`src/rtl/ultrasonic_ranger.sv`:
```
// Ultrasonic ranging front-end: fires the sensor trigger periodically,
// times the echo pulse and delivers a 16-bit distance sample with a strobe.
module ultrasonic_ranger #(
    parameter int TRIG_CYCLES    = 500,
    parameter int TICKS_PER_UNIT = 2900,
    parameter int TIMEOUT_CYCLES = 1500000,
    parameter int PERIOD_CYCLES  = 3000000
) (
    input  logic        clk_in,
    input  logic        reset,
    input  logic        enable_i,
    input  logic        echo_i,
    output logic        trig_o,
    output logic [15:0] sens_data_o,
    output logic        sens_data_rdy_o,
    output logic        timeout_o
);

    localparam int TRW = (TRIG_CYCLES > 1) ? $clog2(TRIG_CYCLES) : 1;
    localparam int TOW = (TIMEOUT_CYCLES > 1) ? $clog2(TIMEOUT_CYCLES) : 1;
    localparam int PDW = (PERIOD_CYCLES > 1) ? $clog2(PERIOD_CYCLES) : 1;
    localparam int SBW = (TICKS_PER_UNIT > 1) ? $clog2(TICKS_PER_UNIT) : 1;

    localparam logic [TRW-1:0] TRIG_LAST = TRW'(TRIG_CYCLES - 1);
    localparam logic [TOW-1:0] TO_LAST   = TOW'(TIMEOUT_CYCLES - 1);
    localparam logic [PDW-1:0] PER_LAST  = PDW'(PERIOD_CYCLES - 1);
    localparam logic [PDW-1:0] PER_MAX   = '1;
    localparam logic [SBW-1:0] SUB_LAST  = SBW'(TICKS_PER_UNIT - 1);

    // The echo rise cycle already counts as one echo-high cycle, so the
    // sub-counter and accumulator are seeded with one tick's worth.
    localparam logic [SBW-1:0] SUB_FIRST =
        SBW'((TICKS_PER_UNIT > 1) ? 1 : 0);
    localparam logic [15:0]    ACC_FIRST =
        16'((TICKS_PER_UNIT > 1) ? 0 : 1);
    localparam bit             TO_ONE    = (TIMEOUT_CYCLES <= 1);

    typedef enum logic [2:0] {
        IDLE      = 3'd0,
        TRIG      = 3'd1,
        WAIT_ECHO = 3'd2,
        MEASURE   = 3'd3,
        DONE      = 3'd4,
        HOLDOFF   = 3'd5
    } state_t;

    state_t         state;
    logic           echo_meta;
    logic           echo_s;
    logic           echo_d;
    logic           echo_rise;
    logic [TRW-1:0] trig_cnt;
    logic [TOW-1:0] to_cnt;
    logic [PDW-1:0] period_cnt;
    logic [SBW-1:0] sub_cnt;
    logic [15:0]    acc;
    logic [SBW-1:0] sub_next;
    logic [15:0]    acc_next;

    // Two-flop echo synchronizer plus a delayed copy for edge detection.
    always_ff @(posedge clk_in) begin
        if (reset) begin
            echo_meta <= 1'b0;
            echo_s    <= 1'b0;
            echo_d    <= 1'b0;
        end else begin
            echo_meta <= echo_i;
            echo_s    <= echo_meta;
            echo_d    <= echo_s;
        end
    end

    assign echo_rise = echo_s & ~echo_d;

    // Advance the distance count by one echo-high cycle, saturating.
    always_comb begin
        sub_next = sub_cnt + SBW'(1);
        acc_next = acc;
        if (sub_cnt == SUB_LAST) begin
            sub_next = '0;
            if (acc != 16'hFFFF) begin
                acc_next = acc + 16'd1;
            end
        end
    end

    // Measurement sequencer with registered trigger and sample outputs.
    always_ff @(posedge clk_in) begin
        if (reset) begin
            state           <= IDLE;
            trig_o          <= 1'b0;
            sens_data_o     <= '0;
            sens_data_rdy_o <= 1'b0;
            timeout_o       <= 1'b0;
            trig_cnt        <= '0;
            to_cnt          <= '0;
            period_cnt      <= '0;
            sub_cnt         <= '0;
            acc             <= '0;
        end else if (!enable_i && state != IDLE) begin
            state           <= IDLE;
            trig_o          <= 1'b0;
            sens_data_rdy_o <= 1'b0;
            trig_cnt        <= '0;
            to_cnt          <= '0;
            period_cnt      <= '0;
            sub_cnt         <= '0;
            acc             <= '0;
        end else begin
            sens_data_rdy_o <= 1'b0;
            if (state != IDLE && period_cnt != PER_MAX) begin
                period_cnt <= period_cnt + PDW'(1);
            end
            unique case (state)
                IDLE: begin
                    if (enable_i) begin
                        state      <= TRIG;
                        trig_o     <= 1'b1;
                        trig_cnt   <= '0;
                        period_cnt <= '0;
                    end
                end
                TRIG: begin
                    if (trig_cnt == TRIG_LAST) begin
                        state  <= WAIT_ECHO;
                        trig_o <= 1'b0;
                        to_cnt <= '0;
                    end else begin
                        trig_cnt <= trig_cnt + TRW'(1);
                    end
                end
                WAIT_ECHO: begin
                    if (echo_rise && !TO_ONE) begin
                        state   <= MEASURE;
                        to_cnt  <= TOW'(1);
                        sub_cnt <= SUB_FIRST;
                        acc     <= ACC_FIRST;
                    end else if (echo_rise || to_cnt == TO_LAST) begin
                        state           <= DONE;
                        sens_data_rdy_o <= 1'b1;
                        sens_data_o     <= 16'hFFFF;
                        timeout_o       <= 1'b1;
                    end else begin
                        to_cnt <= to_cnt + TOW'(1);
                    end
                end
                MEASURE: begin
                    if (!echo_s) begin
                        state           <= DONE;
                        sens_data_rdy_o <= 1'b1;
                        sens_data_o     <= acc;
                        timeout_o       <= 1'b0;
                    end else if (to_cnt == TO_LAST) begin
                        state           <= DONE;
                        sens_data_rdy_o <= 1'b1;
                        sens_data_o     <= 16'hFFFF;
                        timeout_o       <= 1'b1;
                    end else begin
                        to_cnt  <= to_cnt + TOW'(1);
                        sub_cnt <= sub_next;
                        acc     <= acc_next;
                    end
                end
                DONE: begin
                    state <= HOLDOFF;
                end
                HOLDOFF: begin
                    if (period_cnt >= PER_LAST) begin
                        state      <= TRIG;
                        trig_o     <= 1'b1;
                        trig_cnt   <= '0;
                        period_cnt <= '0;
                    end
                end
                default: begin
                    state  <= IDLE;
                    trig_o <= 1'b0;
                end
            endcase
        end
    end

endmodule
```
`config.mk`:
```
export PLATFORM = sky130hd
export DESIGN_NAME = ultrasonic_ranger
export DESIGN_NICKNAME = d
export VERILOG_FILES = /design/src/rtl/ultrasonic_ranger.sv
export SDC_FILE = /design/constraint.sdc
export NUM_CORES = 1
export LEC_CHECK = 0
export ABC_CLOCK_PERIOD_IN_PS = 6500
export CAP_MARGIN = 5
export CORE_MARGIN = 5
export CORE_UTILIZATION = 30
export DETAILED_ROUTE_END_ITERATION = 10
export DONT_BUFFER_PORTS = 1
export GPL_TIMING_DRIVEN = 0
export HOLD_SLACK_MARGIN = 0.1
export PLACE_DENSITY_LB_ADDON = 0.1
export SLEW_MARGIN = 30
export SYNTH_ARGS = -nofsm -noshare
export SYNTH_HDL_FRONTEND = slang
export SYNTH_SLANG_ARGS = --single-unit
```
`constraint.sdc`:
```
create_clock -name clk_in -period 6.5 [get_ports clk_in]
set_clock_uncertainty 0.1 [all_clocks]
set_input_delay 1.3 -clock clk_in [delete_from_list [all_inputs] [get_ports clk_in]]
set_output_delay 1.3 -clock clk_in [all_outputs]
set_load 0.02 [all_outputs]
```
==> results by group, run 1 <==
Final layout
  • Most frequent cells in the layout: 105 x dfxtp_1, 96 x nor2_1, 58 x nand2_1, 35 x nand3_1, 34 x nor3_1
  • Commonest non-fill, non-tap cell in the layout: dfxtp_1
  • Area growth from synthesis to layout: 11.1%
  • ANT cells: 0
  • Nets: 663
  • Layout cells sized above 1: 0.0744
  • Fill cells: 1,843

Worst setup path
  • Crit path launch type: register
  • Largest delay share family, worst path: compound AO/OA/AOI/OAI gates
  • CP required: 6.57 ns
  • CP arrival: 2.98 ns
  • Most used cell along the critical path: buf_2
  • Max FO, Critical Path: 6
  • Slowest-stage cell, CP: a2111oi_0
  • CP Buf/Inv Count: 2
  • WS Path Type: reg -> reg
  • Max incr delay on CP: 0.85 ns
  • CP Cell Sequence: ha_1 -> and3_1 -> buf_2 -> nand4b_1 -> or4_1 -> buf_2 -> a2111oi_0
  • Crit end category: register

Pwr
  • Sequential Power Share: 0.517
  • Peak VDD IR: 0.115 mV
  • Logic pwr share: 0.044
  • Switching power: 0.000317 W
  • Total power: 0.00126 W
  • Sw Ratio: 0.252
  • Clock power frac: 0.439
  • Leakage power: 1.80 nW
  • PD cells: 216 nW/µm²
  • Internal: 0.000939 W

Detailed routing
  • Vias/cell: 5.29
  • DR vias: 4,679
  • DRT Pass-1 Iters: 5
  • Wire per inst: 15.8 µm
  • Total wire length: 13.9 mm
  • Antenna-violating nets left: 0
  • DR DRC count: 0
  • Initial DRC count: 249

CTS
  • Clock Sinks: 105
  • Total CTS buffers: 9
  • Clk slew on worst S/H paths: 0.08 ns
  • CTS resizes: 0
  • Clock Tree Buf Depth: 2
  • Hold_buf cts: 0
  • Root buffer cell: clkbuf_16
  • H-tree depth: 3
  • Clk Latency, worst-skew pair: 0.36 ns
  • CTS tree: yes
  • Postcts setup bufs: 0

GRT
  • Largest net degree at the start of global routing: 20
  • First-pass GRT wire length: 23.4 mm
  • GRT Total Usage: 0.143
  • GRT overflow: 0
  • Initial antenna violation count: 0
  • Vias in the first global route: 4,424

Die
  • Width of the die: 142 µm
  • IO Pins: 23
  • Starting density of the core: 0.305
  • DIE AREA: 20,200 µm²
  • # rows: 48
  • Die H: 142 µm
  • Core area: 17,200 µm²

Timing
  • Max Fclk: 344 MHz
  • Slew @ Worst Pin: 0.928 ns
  • Max-slew violation count: 0
  • RSZ-0062 raised after global routing: false
  • Fin crit period: 2.91 ns
  • Final setup fails: 0
  • Final Hold Fails: 0
  • Hold slack: 0.346 ns
  • Crit share post-route: 0.447
  • Final setup TNS: 0 ns
  • Rel. slew slack: 0.365

Synthesis
  • Main synth FF type: dfxtp_1
  • Share of the synthesized area in the top cell type: 0.402
  • Cell taking the most area after synthesis: dfxtp_1
  • EDFF count, synth: 0
  • Synthesized net count: 652
  • Seq cells post-synth: 105
  • Synth async-reset ratio: 0
  • Post-synth cell types: 58
  • Post-Syn Area: 5230 µm²
  • Largest cells by area after synthesis: dfxtp_1 40%, nor2_1 6.9%, nand2_1 4.2%
  • Cells after synthesis: 643
  • Register area share after synthesis: 0.402
  • Avg Inst Size Synth: 8.14 µm²
  • Synth warn: 0

Place
  • DP Wirelength: 9.91 mm
  • Port bufs: 0
  • RD Place Congestion: 0.816

Job
  • Max cap viols: 0

Outcome
  • Outcome: finished clean

Min path
  • Hold Crit Class: reg -> reg
==> logic make-up (layout without fill, tap and decap cells) <==
group | count (synthesis) | count (layout) | synth area share
XOR/XNOR | 32 | 32 | 0.0536
multiplexers | 5 | 5 | 0.00957
adder cells (fa/ha/maj) | 5 | 5 | 0.0120
flip-flops | 105 | 105 | 0.402
buffers and inverters | 44 | 60 | 0.0421
AO/OA/AOI/OAI | 123 | 123 | 0.161
AND/OR/NAND/NOR | 329 | 329 | 0.320
==> state kept, by name (all words and copies together) (netlist names) <==
name,flops
echo_s,1
echo_meta,1
period_cnt,22
sens_data_rdy_o,1
state,3
trig_o,1
trig_cnt,9
sub_cnt,12
acc,16
sens_data_o,16
to_cnt,21
echo_d,1
timeout_o,1
==> worst paths after layout <==
kind                               start  slack, ns                          to  cells past startpoint
setup / recovery  to_cnt[0]$_SDFFE_PP0P_       3.59  sens_data_rdy_o$_SDFF_PP0_                      7
hold / removal      echo_meta$_SDFF_PP0_       0.35           echo_s$_SDFF_PP0_                      1
hold reg to reg     echo_meta$_SDFF_PP0_       0.35           echo_s$_SDFF_PP0_                      1
setup reg to reg  to_cnt[0]$_SDFFE_PP0P_       3.59  sens_data_rdy_o$_SDFF_PP0_                      7
==> through the flow <==
stage | setup slack, ns | std cells | area, µm² | utilization
floorplan | 3.97 | 643 | 5230 | -
global placement | 3.45 | 868 | 5510 | 0.321
detailed placement | 3.47 | 868 | 5510 | 0.321
CTS | 3.62 | 884 | 5810 | 0.338
global route | 3.39 | 884 | 5810 | 0.338
finish | 3.59 | 884 | 5810 | 0.338
==> synthesized netlist by cell type, drive strengths merged, types with 6 or more instances <==
library cell  number
dfxtp            105
nor2              97
nand2             59
nor3              38
nand3             36
o21ai             31
a21oi             28
xnor2             22
nand4             19
buf               17
clkbuf            17
and3              16
a311oi            15
nor4              12
o211ai            12
nand2b            11
inv               10
xor2              10
or3                9
and2               7
a31oi              6
a41oi              6
==> final cells by class <==
type                            instances  area [µm²]  share of cell area
Multi-Input combinational cell        494        2910               0.501
Sequential cell                       105        2100               0.362
Tap cell                              225         282              0.0484
Clock buffer                           10         239              0.0411
Buffer                                 34         183              0.0314
Clock inverter                          6        58.8              0.0101
Inverter                               10        37.5             0.00646
==> worst reg2reg max path, stage by stage (launching register included) <==
cell and delay, ns:
dfxtp_1 0.38, ha_1 0.22, and3_1 0.17, buf_2 0.17
nand4b_1 0.11, or4_1 0.52, buf_2 0.19, a2111oi_0 0.85
==> power by group through the flow <==
stage / Clock (W) / Sequential (W) / Combinational [W]
detailed placement: 0 / 0.000665 / 0.0000554
floorplan: 0 / 0.000663 / 0.0000383
finish: 0.000551 / 0.000649 / 0.0000553
global route: 0.000601 / 0.000650 / 0.0000619
CTS: 0.000578 / 0.000649 / 0.0000555
global placement: 0 / 0.000665 / 0.0000550
==> metal layers <==
metal / global-route usage / vias to the layer above / part of all wire
li1: - / 2354 / -
met1: 0.201 / 2232 / 0.49
met2: 0.221 / 81 / 0.45
met3: 0.0336 / 12 / 0.043
met4: 0.0389 / 0 / 0.012
met5: 0 / - / 0
Note: power is estimated with default switching activity, not from simulation.
==> run 2, diff against run 1 <==
- ABC_CLOCK_PERIOD_IN_PS: 6500 -> 2600
- clock period: 6.5 -> 2.6 ns (I/O delays scaled with it)
==> results by group, run 2 (synthesis gave the netlist of run 1 again) <==
Final layout
  • Commonest non-fill, non-tap cell in the layout: dfxtp_1
  • Nets: 669
  • Layout cells sized above 1: 0.126
  • Area growth from synthesis to layout: 15.2%
  • Max reg flops: 22
  • Final core occ: 0.351
  • Top flop regs: period_cnt x22, to_cnt x21
  • Biggest register: period_cnt
  • Most frequent cells in the layout: 103 x dfxtp_1, 96 x nor2_1, 57 x nand2_1, 35 x nand3_1, 33 x nor3_1
  • Fill cells: 1,831
  • ANT cells: 0

Pwr
  • Switching power: 0.000794 W
  • Sequential Power Share: 0.516
  • Peak VDD IR: 0.289 mV
  • Internal: 0.00235 W
  • Sw Ratio: 0.253
  • Logic pwr share: 0.046
  • PD cells: 521 nW/µm²
  • Total power: 0.00314 W
  • Clock power frac: 0.438
  • Leakage power: 1.89 nW

Die
  • Starting density of the core: 0.305
  • IO Pins: 23
  • Die H: 142 µm
  • DIE AREA: 20,200 µm²
  • Width of the die: 142 µm
  • # rows: 48
  • Core area: 17,200 µm²

Worst setup path
  • Slowest-stage cell, CP: a2111oi_1
  • WS Path Type: reg -> reg
  • Slack of the worst reg-to-reg path: 0.09 ns
  • Max FO, Critical Path: 6
  • Most used cell along the critical path: buf_6
  • CP Buf/Inv Count: 2
  • Reg-to-reg endpoint: sens_data_rdy_o$_SDFF_PP0_
  • Crit end category: register
  • Largest delay share family, worst path: simple AND/OR/NAND/NOR gates
  • Max incr delay on CP: 0.65 ns
  • CP arrival: 2.61 ns
  • Worst r2r src: to_cnt[0]$_SDFFE_PP0P_
  • CP Depth: 7
  • Worst-case reg-to-reg path depth: 7
  • Crit path launch type: register
  • CP required: 2.69 ns
  • CP Cell Sequence: ha_4 -> and3_4 -> buf_6 -> nand4b_1 -> or4_4 -> buf_6 -> a2111oi_1

GRT
  • GRT overflow: 0
  • Vias in the first global route: 4,448
  • Largest net degree at the start of global routing: 20
  • First-pass GRT wire length: 23.4 mm
  • Initial antenna violation count: 0
  • GRT Total Usage: 0.144

CTS
  • Clk slew on worst S/H paths: 0.08 ns
  • Clock Sinks: 105
  • Total CTS buffers: 9
  • Root buffer cell: clkbuf_16
  • Clock Tree Buf Depth: 2
  • H-tree depth: 3
  • CTS tree: yes
  • Hold_buf cts: 0
  • Clk Latency, worst-skew pair: 0.36 ns

Timing
  • Final setup fails: 0
  • Slew @ Worst Pin: 0.718 ns
  • Final Hold Fails: 0
  • Max-slew violation count: 0
  • RSZ-0062 raised after global routing: true
  • Max Fclk: 398 MHz
  • Crit share post-route: 0.967
  • Final setup TNS: 0 ns
  • Fin crit period: 2.51 ns
  • Rel. slew slack: 0.520

Job
  • Max cap viols: 0

Detailed routing
  • Total wire length: 14.1 mm
  • DRT Pass-1 Iters: 5
  • Vias/cell: 5.27
  • DR DRC count: 0
  • Antenna-violating nets left: 0
  • Initial DRC count: 252
  • DR vias: 4,694
  • Wire per inst: 15.8 µm

Outcome
  • Outcome: finished clean

Min path
  • Hold Path Stages: 1
  • Startpoint of the worst hold path: reset
  • Hold Crit Class: in -> reg
  • Hold EP: echo_d$_SDFF_PP0_

Place
  • DP Wirelength: 9.91 mm
  • Port bufs: 0
  • RD Place Congestion: 0.816
## run 2: cell types whose count changed in the layout (fill, tap and decap cells not counted), moves of 3 or more
cell | before | now
buf_2 | 8 | 4
buf_6 | 5 | 8
clkbuf_2 | 0 | 6
nor3_4 | 0 | 3
clkbuf_1 | 17 | 10
buf_4 | 2 | 10
## run 2: area by class of cell
cell class                 instances  area, µm²  share of cell area
buffer                            33        208              0.0345
inverter                          10       37.5             0.00623
tap                              225        282              0.0467
clock inverter                     6       58.8             0.00976
clock buffer                      10        239              0.0396
timing repair buffer               7       52.6             0.00872
sequential                       105       2110               0.350
multi-input combinational        494       3040               0.505
## run 2: worst max path at each step
stage / start / to / slack, ns
finish: to_cnt[0]$_SDFFE_PP0P_ / sens_data_rdy_o$_SDFF_PP0_ / 0.09
global route: state[1]$_SDFFE_PP0P_ / sub_cnt[11]$_SDFFE_PP0P_ / -0.03
CTS: to_cnt[0]$_SDFFE_PP0P_ / sens_data_rdy_o$_SDFF_PP0_ / 0.02
detailed placement: to_cnt[0]$_SDFFE_PP0P_ / sens_data_rdy_o$_SDFF_PP0_ / -0.25
global placement: to_cnt[0]$_SDFFE_PP0P_ / sens_data_rdy_o$_SDFF_PP0_ / -0.26
floorplan: to_cnt[0]$_SDFFE_PP0P_ / to_cnt[12]$_SDFFE_PP0P_ / 0.21
## run 2: power by group through the flow
stage                logic, W  clock network (W)  registers [W]
finish               0.000143            0.00138        0.00162
global route         0.000160            0.00150        0.00162
CTS                  0.000140            0.00144        0.00162
detailed placement   0.000138                  0        0.00166
global placement     0.000137                  0        0.00166
floorplan           0.0000958                  0        0.00166
## run 2: timing repair
item                       CTS  global route
resized for setup           13            34
setup endpoints to repair   50            78
buffers inserted             0             7
pin swaps                    0             1
## run 2: per-stage QoR
stage	instances	instance area, µm²	hold slack, ns	setup WS [ns]
after global routing	890	6030	0.103	-0.0328
final	890	6030	0.124	0.0852
after CTS	884	5850	0.108	0.0174
after floorplan	643	5230	0.314	0.211
after global placement	868	5510	0.337	-0.256
after detailed placement	868	5510	0.333	-0.250
## run 2: layer usage
metal | vias to the layer above | GRT usage | share of wire
li1 | 2359 | - | -
met3 | 16 | 0.0336 | 0.041
met4 | 0 | 0.0389 | 0.013
met5 | - | 0 | 0
met1 | 2230 | 0.200 | 0.49
met2 | 89 | 0.223 | 0.45
